===== config.mk =====
export PLATFORM = sky130hd
export DESIGN_NAME = uart_rx_cfg
export DESIGN_NICKNAME = d
export VERILOG_FILES = /design/src/rtl/uart_rx_cfg.sv
export SDC_FILE = /design/constraint.sdc
export NUM_CORES = 1
export LEC_CHECK = 0
export CAP_MARGIN = 5
export CORE_MARGIN = 4
export CORE_UTILIZATION = 35
export DETAILED_ROUTE_END_ITERATION = 8
export MAX_ROUTING_LAYER = met4
export PLACE_DENSITY = 0.57
export SLEW_MARGIN = 10
export SYNTH_ARGS = -nofsm -noshare
export SYNTH_HDL_FRONTEND = slang
export SYNTH_SLANG_ARGS = --single-unit

===== constraint.sdc =====
create_clock -name clk -period 1.5 [get_ports clk]
set_input_delay 0.45 -clock clk [delete_from_list [all_inputs] [get_ports clk]]
set_output_delay 0.45 -clock clk [all_outputs]
set_load 0.01 [all_outputs]

===== src/rtl/uart_rx_cfg.sv =====
// Configurable UART receiver: synchronised rx line, 3-sample majority voting per bit,
// parity/framing/break status and a valid/ready holding register with overrun pulse.
module uart_rx_cfg #(
    parameter int CLKS_PER_BIT = 20,
    parameter int DATA_BITS    = 8,
    parameter int PARITY       = 0,
    parameter int STOP_BITS    = 1,
    parameter int SYNC_STAGES  = 2
) (
    input  logic                 clk,
    input  logic                 resetn,
    input  logic                 rx_i,
    output logic [DATA_BITS-1:0] d_o,
    output logic                 valid_o,
    input  logic                 ready_i,
    output logic                 parity_err_o,
    output logic                 frame_err_o,
    output logic                 break_o,
    output logic                 overrun_o,
    output logic                 busy_o
);
    localparam int M  = CLKS_PER_BIT / 2;
    localparam int CW = $clog2(CLKS_PER_BIT);
    localparam int IW = $clog2(DATA_BITS + 1);
    localparam logic [CW-1:0] C_S0   = CW'(M - 1);
    localparam logic [CW-1:0] C_S1   = CW'(M);
    localparam logic [CW-1:0] C_DEC  = CW'(M + 1);
    localparam logic [CW-1:0] C_LAST = CW'(CLKS_PER_BIT - 1);
    localparam logic [IW-1:0] I_DLAST = IW'(DATA_BITS - 1);
    localparam logic [IW-1:0] I_SLAST = IW'(STOP_BITS - 1);

    typedef enum logic [2:0] {
        S_IDLE, S_START, S_DATA, S_PARITY, S_STOP, S_WAIT_HIGH
    } state_e;

    state_e                 state_q, state_d;
    logic [SYNC_STAGES-1:0] sync_q;
    logic [CW-1:0]          cnt_q, cnt_d;
    logic [IW-1:0]          idx_q, idx_d;
    logic                   s0_q, s0_d, s1_q, s1_d;
    logic [DATA_BITS-1:0]   shift_q, shift_d;
    logic                   par_q, par_d;
    logic                   perr_f_q, perr_f_d;
    logic                   ferr_f_q, ferr_f_d;
    logic                   zero_q, zero_d;
    logic [DATA_BITS-1:0]   d_q, d_d;
    logic                   valid_q, valid_d;
    logic                   perr_q, perr_d, ferr_q, ferr_d, brk_q, brk_d;
    logic                   ovr_q, ovr_d;
    logic                   rxs, maj, dec, last, complete;

    assign rxs  = sync_q[SYNC_STAGES-1];
    assign maj  = (s0_q & s1_q) | (s0_q & rxs) | (s1_q & rxs);
    assign dec  = (cnt_q == C_DEC);
    assign last = (cnt_q == C_LAST);

    always_ff @(posedge clk) begin
        if (!resetn) begin
            state_q  <= S_IDLE;
            sync_q   <= '1;
            cnt_q    <= '0;
            idx_q    <= '0;
            s0_q     <= 1'b1;
            s1_q     <= 1'b1;
            shift_q  <= '0;
            par_q    <= 1'b0;
            perr_f_q <= 1'b0;
            ferr_f_q <= 1'b0;
            zero_q   <= 1'b0;
            d_q      <= '0;
            valid_q  <= 1'b0;
            perr_q   <= 1'b0;
            ferr_q   <= 1'b0;
            brk_q    <= 1'b0;
            ovr_q    <= 1'b0;
        end else begin
            state_q  <= state_d;
            sync_q   <= {sync_q[SYNC_STAGES-2:0], rx_i};
            cnt_q    <= cnt_d;
            idx_q    <= idx_d;
            s0_q     <= s0_d;
            s1_q     <= s1_d;
            shift_q  <= shift_d;
            par_q    <= par_d;
            perr_f_q <= perr_f_d;
            ferr_f_q <= ferr_f_d;
            zero_q   <= zero_d;
            d_q      <= d_d;
            valid_q  <= valid_d;
            perr_q   <= perr_d;
            ferr_q   <= ferr_d;
            brk_q    <= brk_d;
            ovr_q    <= ovr_d;
        end
    end

    always_comb begin
        state_d  = state_q;
        cnt_d    = last ? '0 : cnt_q + CW'(1);
        idx_d    = idx_q;
        s0_d     = (cnt_q == C_S0) ? rxs : s0_q;
        s1_d     = (cnt_q == C_S1) ? rxs : s1_q;
        shift_d  = shift_q;
        par_d    = par_q;
        perr_f_d = perr_f_q;
        ferr_f_d = ferr_f_q;
        zero_d   = zero_q;
        complete = 1'b0;

        case (state_q)
            S_IDLE: begin
                cnt_d = '0;
                if (!rxs) begin
                    state_d  = S_START;
                    idx_d    = '0;
                    par_d    = 1'b0;
                    perr_f_d = 1'b0;
                    ferr_f_d = 1'b0;
                    zero_d   = 1'b1;
                end
            end
            S_START: begin
                if (dec && maj) begin
                    state_d = S_IDLE;
                    cnt_d   = '0;
                end else if (last) begin
                    state_d = S_DATA;
                    idx_d   = '0;
                end
            end
            S_DATA: begin
                // LSB arrives first, so shifting in at the top leaves it at bit 0.
                if (dec) begin
                    shift_d = {maj, shift_q[DATA_BITS-1:1]};
                    par_d   = par_q ^ maj;
                    zero_d  = zero_q & ~maj;
                end
                if (last) begin
                    if (idx_q == I_DLAST) begin
                        state_d = (PARITY != 0) ? S_PARITY : S_STOP;
                        idx_d   = '0;
                    end else begin
                        idx_d = idx_q + IW'(1);
                    end
                end
            end
            S_PARITY: begin
                if (dec) begin
                    perr_f_d = (PARITY == 2) ? ~(par_q ^ maj) : (par_q ^ maj);
                    zero_d   = zero_q & ~maj;
                end
                if (last) begin
                    state_d = S_STOP;
                    idx_d   = '0;
                end
            end
            S_STOP: begin
                if (dec) begin
                    ferr_f_d = ferr_f_q | ~maj;
                    zero_d   = zero_q & ~maj;
                    if (idx_q == I_SLAST) begin
                        complete = 1'b1;
                        cnt_d    = '0;
                        state_d  = (ferr_f_q | ~maj) ? S_WAIT_HIGH : S_IDLE;
                    end
                end else if (last) begin
                    idx_d = idx_q + IW'(1);
                end
            end
            S_WAIT_HIGH: begin
                cnt_d = '0;
                if (rxs) state_d = S_IDLE;
            end
            default: state_d = S_IDLE;
        endcase
    end

    // Holding register: a completion is accepted only if the slot is free or drains this cycle.
    always_comb begin
        d_d     = d_q;
        valid_d = valid_q;
        perr_d  = perr_q;
        ferr_d  = ferr_q;
        brk_d   = brk_q;
        ovr_d   = 1'b0;
        if (complete) begin
            if (!valid_q || ready_i) begin
                d_d     = shift_q;
                valid_d = 1'b1;
                perr_d  = perr_f_q;
                ferr_d  = ferr_f_q | ~maj;
                brk_d   = zero_q & ~maj;
            end else begin
                ovr_d = 1'b1;
            end
        end else if (valid_q && ready_i) begin
            valid_d = 1'b0;
        end
    end

    assign d_o          = d_q;
    assign valid_o      = valid_q;
    assign parity_err_o = perr_q;
    assign frame_err_o  = ferr_q;
    assign break_o      = brk_q;
    assign overrun_o    = ovr_q;
    assign busy_o       = (state_q != S_IDLE);
endmodule


=== Word-level counts from Yosys, hierarchy flattened ===
Index checks and enable logic that the tools add are counted.

* Logic and storage cells: 118
* Flip-flop bits (word level): 41
* Output and inout bits: 14

* $add $sub $neg: 2
* Muxes and demuxes: 40
* Bitwise logic cells: 9
* Equality and inequality tests: 25
* Reductions and logical operators: 25

{| class="wikitable"
|+ Operators with widths
! cell !! count
|-
| 2-to-1 mux 3 bit || 10
|-
| 2-to-1 mux 4 bit || 7
|-
| inequality test 2 bit (second input constant) || 12
|-
| 2-to-1 mux 5 bit || 4
|-
| case mux 4 bit (5 select lines) || 1
|-
| case mux 3 bit (6 select lines) || 1
|-
| equality test 5 x 4 -> 1 bit (second input constant) || 3
|-
| case mux 5 bit (3 select lines) || 1
|-
| 2-to-1 mux 1 bit || 12
|-
| AND reduction 3 bit || 4
|-
| nonzero test 2 bit || 5
|-
| case mux 1 bit (2 select lines) || 4
|-
| AND reduction 2 bit || 4
|-
| AND reduction 8 bit || 1
|-
| equality test 3 x 2 -> 1 bit (second input constant) || 2
|-
| equality test 3 bit (second input constant) || 2
|-
| AND reduction 6 bit || 1
|-
| adder 5 x 1 -> 5 bit (second input constant) || 1
|-
| equality test 5 bit (second input constant) || 1
|-
| nonzero test 5 bit || 1
|-
| adder 4 x 1 -> 4 bit (second input constant) || 1
|-
| AND 1 bit || 4
|-
| equality test 4 x 3 -> 1 bit (second input constant) || 1
|-
| zero test 4 bit || 1
|-
| other kinds (13) || 17
|}

=== Depth between registers and ports, before layout ===
* Depth in word-level cells: 9
* Depth in mapped cells: 7
* Mapped depth without buffers: 6

=== Least setup slack after synthesis ===
OpenSTA, ideal clock, no wires.

* Path type: register to register
* Start: reg cnt_q[0]
* End: reg brk_q (netlist: break_o)
* Setup slack: -109 ps
* Path buffers: 1
* Cell stages (with the launch flop): 7
* Arrival time: 1,538 ps
* Period minus slack after synthesis: 1,609 ps
* Cells stage by stage: dfxtp_1 > ha_1 > and4bb_2 > buf_4 > nand4_2 > or3b_1 > a21oi_1

* Cells in the longest elaborated chain, start to end: 4

{| class="wikitable"
|+ RTL lines
! what !! line !! source
|-
| start, declared || 38 || <nowiki>logic [CW-1:0] cnt_q, cnt_d;</nowiki>
|-
| start signal, assigned || 79 || <nowiki>cnt_q <= cnt_d;</nowiki>
|-
| equality test 5 x 4 -> 1 bit || 54 || <nowiki>assign dec = (cnt_q == C_DEC);</nowiki>
|-
| 2-to-1 mux 1 bit || 158 || <nowiki>if (dec) begin</nowiki>
|-
| 2-to-1 mux 1 bit || 110 || <nowiki>case (state_q)</nowiki>
|-
| AND reduction 2 bit (no source line) || - ||
|-
| end signal, assigned || 92 || <nowiki>brk_q <= brk_d;</nowiki>
|-
| end, declared || 48 || <nowiki>logic perr_q, perr_d, ferr_q, ferr_d, brk_q, brk_d;</nowiki>
|}

Every way passes these cells.
A chain may end at the register's enable or synchronous reset.

=== Worst setup path in the final report ===
* Start: reg state_q[0]
* End: out busy_o

* Cells in the longest elaborated chain, start to end: 1

{| class="wikitable"
|+ RTL lines
! what !! line !! source
|-
| start, declared || 36 || <nowiki>state_e state_q, state_d;</nowiki>
|-
| start signal, assigned || 77 || <nowiki>state_q <= state_d;</nowiki>
|-
| nonzero test 3 bit || 207 || <nowiki>assign busy_o = (state_q != S_IDLE);</nowiki>
|-
| end, declared || 20 || <nowiki>output logic busy_o</nowiki>
|}

Every way passes these cells.

==> out/summary.log <==
qor: outcome.run_status finished with violations
qor: outcome.failed_checks setup timing
qor: drt.wl_per_cell 13.75 um
qor: synthesis.post-synth-top-area-cell sky130_fd_sc_hd__dfxtp_1
qor: global_routing.grt_first_pass_wirelength 7.541 mm
qor: critical_path.timing.rr.end state_q[2]
qor: synthesis.mappedNetlistArea 0.001928 sq mm
qor: critical_path.setup.reg_to_reg.worst_slack -90 ps
qor: clocking.clockBufferDepth 2
qor: sta.timing.max_slew.rel_slack 0.7254
qor: critical_path.worst_ep_arrival_time 1160 ps
qor: synthesis.yosys.area.top_type_share 0.4257
qor: global_routing.groute.usage.overall 0.1465
qor: job.max-cap-violations 0
qor: placement.gpl.final_weighted_congestion 0.8209
qor: critical_path.rr_worst_depth 6
qor: pwr.ir_drop 0.7066 mV
qor: floorplanning.die_area 0.006760 sq mm
qor: synthesis.yosysMostFrequentCell sky130_fd_sc_hd__dfxtp_1
qor: clocking.cts_tree done
qor: layout.antenna-diode-count 0
qor: pwr.power.density_cell_area 1213 mW/mm^2
qor: clocking.insertion_delay 290 ps
qor: placement.place_hpwl 3.151 mm
qor: floorplanning.die_w 82.22 um
qor: critical_path.critical_path.max_fanout 2
qor: critical_path.setup.worst_path.end busy_o
qor: clocking.numCtsBuffers 5
qor: drt.post-route-drc-count 0
qor: drt.routed_wl 4.881 mm
qor: sta.final.setup_skew 7.681 ps
qor: sta.maxSlewViolCount 0
qor: layout.nFillCells 491
qor: synthesis.synth.top_cells.by_count sky130_fd_sc_hd__dfxtp_1 (41), sky130_fd_sc_hd__nand3_1 (20), sky130_fd_sc_hd__nand2_1 (19)
qor: global_routing.first_global_vias 1642
qor: sta.finalSetupViolCount 13
qor: synthesis.synth_seq_cells 41
qor: synthesis.synthesis.area_per_instance 8.804 sq um
qor: global_routing.grt_antenna_before_repair 0
qor: sta.holdWs 409.0 ps
qor: layout.syn_to_final_growth 48.28%
qor: sta.tightestPinTransition 411.0 ps
qor: pwr.cellLeakagePower 1.216 nW
qor: critical_path.critical_path_required 1050 ps
qor: synthesis.synth.top_cells.by_area sky130_fd_sc_hd__dfxtp_1 (43%), sky130_fd_sc_hd__nand3_1 (5.2%), sky130_fd_sc_hd__mux2i_1 (4.7%)
qor: sta.final.setup.worst_slack -113.8 ps
qor: floorplanning.io_pins 18
qor: worst_hold_path.hold_path_class reg2reg
qor: critical_path.worst-setup-path-type reg2out
qor: floorplanning.height_of_the_chip 82.22 um
qor: clocking.ctsRootBufferMaster sky130_fd_sc_hd__clkbuf_8
qor: sta.fmaxAchievable 0.6196 GHz
qor: sta.post-route-period-util 1.076
qor: synthesis.yosys_warnings 0
qor: drt.detail_route.iter0.violations 210
qor: sta.grt_setup_unrepaired yes
qor: synthesis.synth_cells 219
qor: pwr.total_chip_power 3.469 mW
qor: synthesis.synth_sequential_area_ratio 0.4257
qor: sta.report.final.hold_viol_count 0
qor: synthesis.post_synthesis_net_count 228
qor: placement.buffer_ports.inserted 17
qor: global_routing.largest_net_degree_at_the_start_of_global_routing 19
qor: drt.dr_total_vias 1789
qor: drt.average_via_count_per_standard_cell 5.039
qor: sta.layout_min_cycle_time 1614 ps
qor: floorplanning.coreArea 0.005238 sq mm
qor: synthesis.edff_count_synth 0
qor: synthesis.synthArstFlopShare 0
qor: synthesis.yosys.cell_types.count 44
qor: global_routing.grt-ovfl-total 0
qor: clocking.clock_tree.htree_level_count 2
qor: critical_path.startpoint_type register
qor: drt.route.antenna.remaining_nets 0
qor: clocking.cts_sinks 41
qor: critical_path.critical_path.reg2reg.startpoint state_q[0]
qor: critical_path.critPathCaptureType output pin
qor: layout.final_layout_size_suffix_gt1_frac 0.3333
qor: synthesis.commonest_register_cell_after_synthesis sky130_fd_sc_hd__dfxtp_1
qor: floorplanning.initial_cell_density_of_the_core 0.3681
qor: drt.firstDrtPassIters 4
qor: floorplanning.cell_rows 26
qor: layout.finalNetCount 293
qor: clocking.worst_setup_hold_path_clk_slew 80 ps
qor: critical_path.worstSetupStartpoint state_q[0]
## cell type report
cell class,count,area [sq um],area share
clock inverters,2,36.28,0.01269
clock buffers,6,82.58,0.02888
flip-flops and latches,41,829.5,0.2902
multi-input cells,160,1166,0.4079
well taps,70,87.58,0.03063
inverters,7,26.28,0.009190
repair buffers,69,630.6,0.2206
## timing repair
item,in CTS,in global routing
setup buffers,0,10
cloned,0,3
setup endpoints to repair,45,33
hold buffers,0,0
gates resized for setup,26,33
pin swaps,1,11
## power by group
group	internal (mW)	leakage [nW]	switching, mW
clock network	0.543	0.0617	0.396
registers	1.15	0.334	0.0428
logic	0.655	0.820	0.680
total	2.35	1.22	1.12
## cells in the final DEF (no fill, tap or decap), types with 3 or more instances in the layout
| cell | count |
|---|---|
| sky130_fd_sc_hd__a21o_1 | 3 |
| sky130_fd_sc_hd__a21oi_1 | 14 |
| sky130_fd_sc_hd__a21oi_2 | 3 |
| sky130_fd_sc_hd__buf_12 | 4 |
| sky130_fd_sc_hd__buf_4 | 39 |
| sky130_fd_sc_hd__buf_6 | 7 |
| sky130_fd_sc_hd__clkbuf_8 | 6 |
| sky130_fd_sc_hd__clkdlybuf4s50_1 | 3 |
| sky130_fd_sc_hd__dfxtp_1 | 36 |
| sky130_fd_sc_hd__dfxtp_2 | 4 |
| sky130_fd_sc_hd__dlygate4sd2_1 | 13 |
| sky130_fd_sc_hd__ha_4 | 3 |
| sky130_fd_sc_hd__inv_1 | 4 |
| sky130_fd_sc_hd__inv_2 | 3 |
| sky130_fd_sc_hd__mux2i_1 | 9 |
| sky130_fd_sc_hd__nand2_1 | 18 |
| sky130_fd_sc_hd__nand2b_1 | 7 |
| sky130_fd_sc_hd__nand3_1 | 19 |
| sky130_fd_sc_hd__nand4_1 | 3 |
| sky130_fd_sc_hd__nor2_1 | 13 |
| sky130_fd_sc_hd__nor2b_1 | 5 |
| sky130_fd_sc_hd__nor3_1 | 5 |
| sky130_fd_sc_hd__o211ai_1 | 6 |
| sky130_fd_sc_hd__o21ai_0 | 5 |
| sky130_fd_sc_hd__xnor2_1 | 3 |
| sky130_fd_sc_hd__xor2_1 | 3 |
## worst min path at each step
stage | from | to | slack [ps] | cells past startpoint
after global routing | sync_q[0] | sync_q[1] | 440 | 1
final | sync_q[0] | sync_q[1] | 410 | 1
after global placement | sync_q[0] | sync_q[1] | 390 | 1
after detailed placement | sync_q[0] | sync_q[1] | 390 | 1
after floorplan | sync_q[0] | sync_q[1] | 390 | 1
after CTS | sync_q[0] | sync_q[1] | 410 | 1
## per-layer routing
layer	vias up	GRT usage	wire (um)
li1	910	-	-
met1	823	0.1984	2407
met5	-	-	0
met3	10	0.03362	233
met4	0	0.04485	80
met2	46	0.2163	2160
## sequential cells by signal, indices dropped and copies added, names as in the netlist, 2 cells and up
| register | flops |
|---|---|
| sync_q | 2 |
| state_q | 3 |
| d_o | 8 |
| cnt_q | 5 |
| shift_q | 8 |
| idx_q | 4 |
## cells by family (layout without fill, tap and decap cells)
family,count (synthesis),in the layout,synth area share
simple gates,92,92,0.2628
compound gates,47,47,0.1570
flops,41,41,0.4257
buf+inv,18,84,0.04282
mux,9,9,0.04672
fa+ha+maj,6,6,0.03764
xor+xnor,6,6,0.02726
## through the flow
step                      setup slack (ps)  instance area (sq um)    util  instances  setup TNS [ps]
after floorplan                      3.747                   1964       -        219               0
after global placement              -248.1                   2480  0.4735        334           -3458
after detailed placement            -261.4                   2480  0.4735        334           -3702
after CTS                           -111.0                   2613  0.4988        342          -550.0
after global routing                -134.1                   2859  0.5459        355           -1992
final                               -113.8                   2859  0.5459        355          -525.8
## worst max-delay path: stages (launching register included)
cell	delay, ps
sky130_fd_sc_hd__dfxtp_1	320
sky130_fd_sc_hd__or3_4	410
sky130_fd_sc_hd__buf_6	140
No activity file was read; power rests on OpenSTA's default activity.
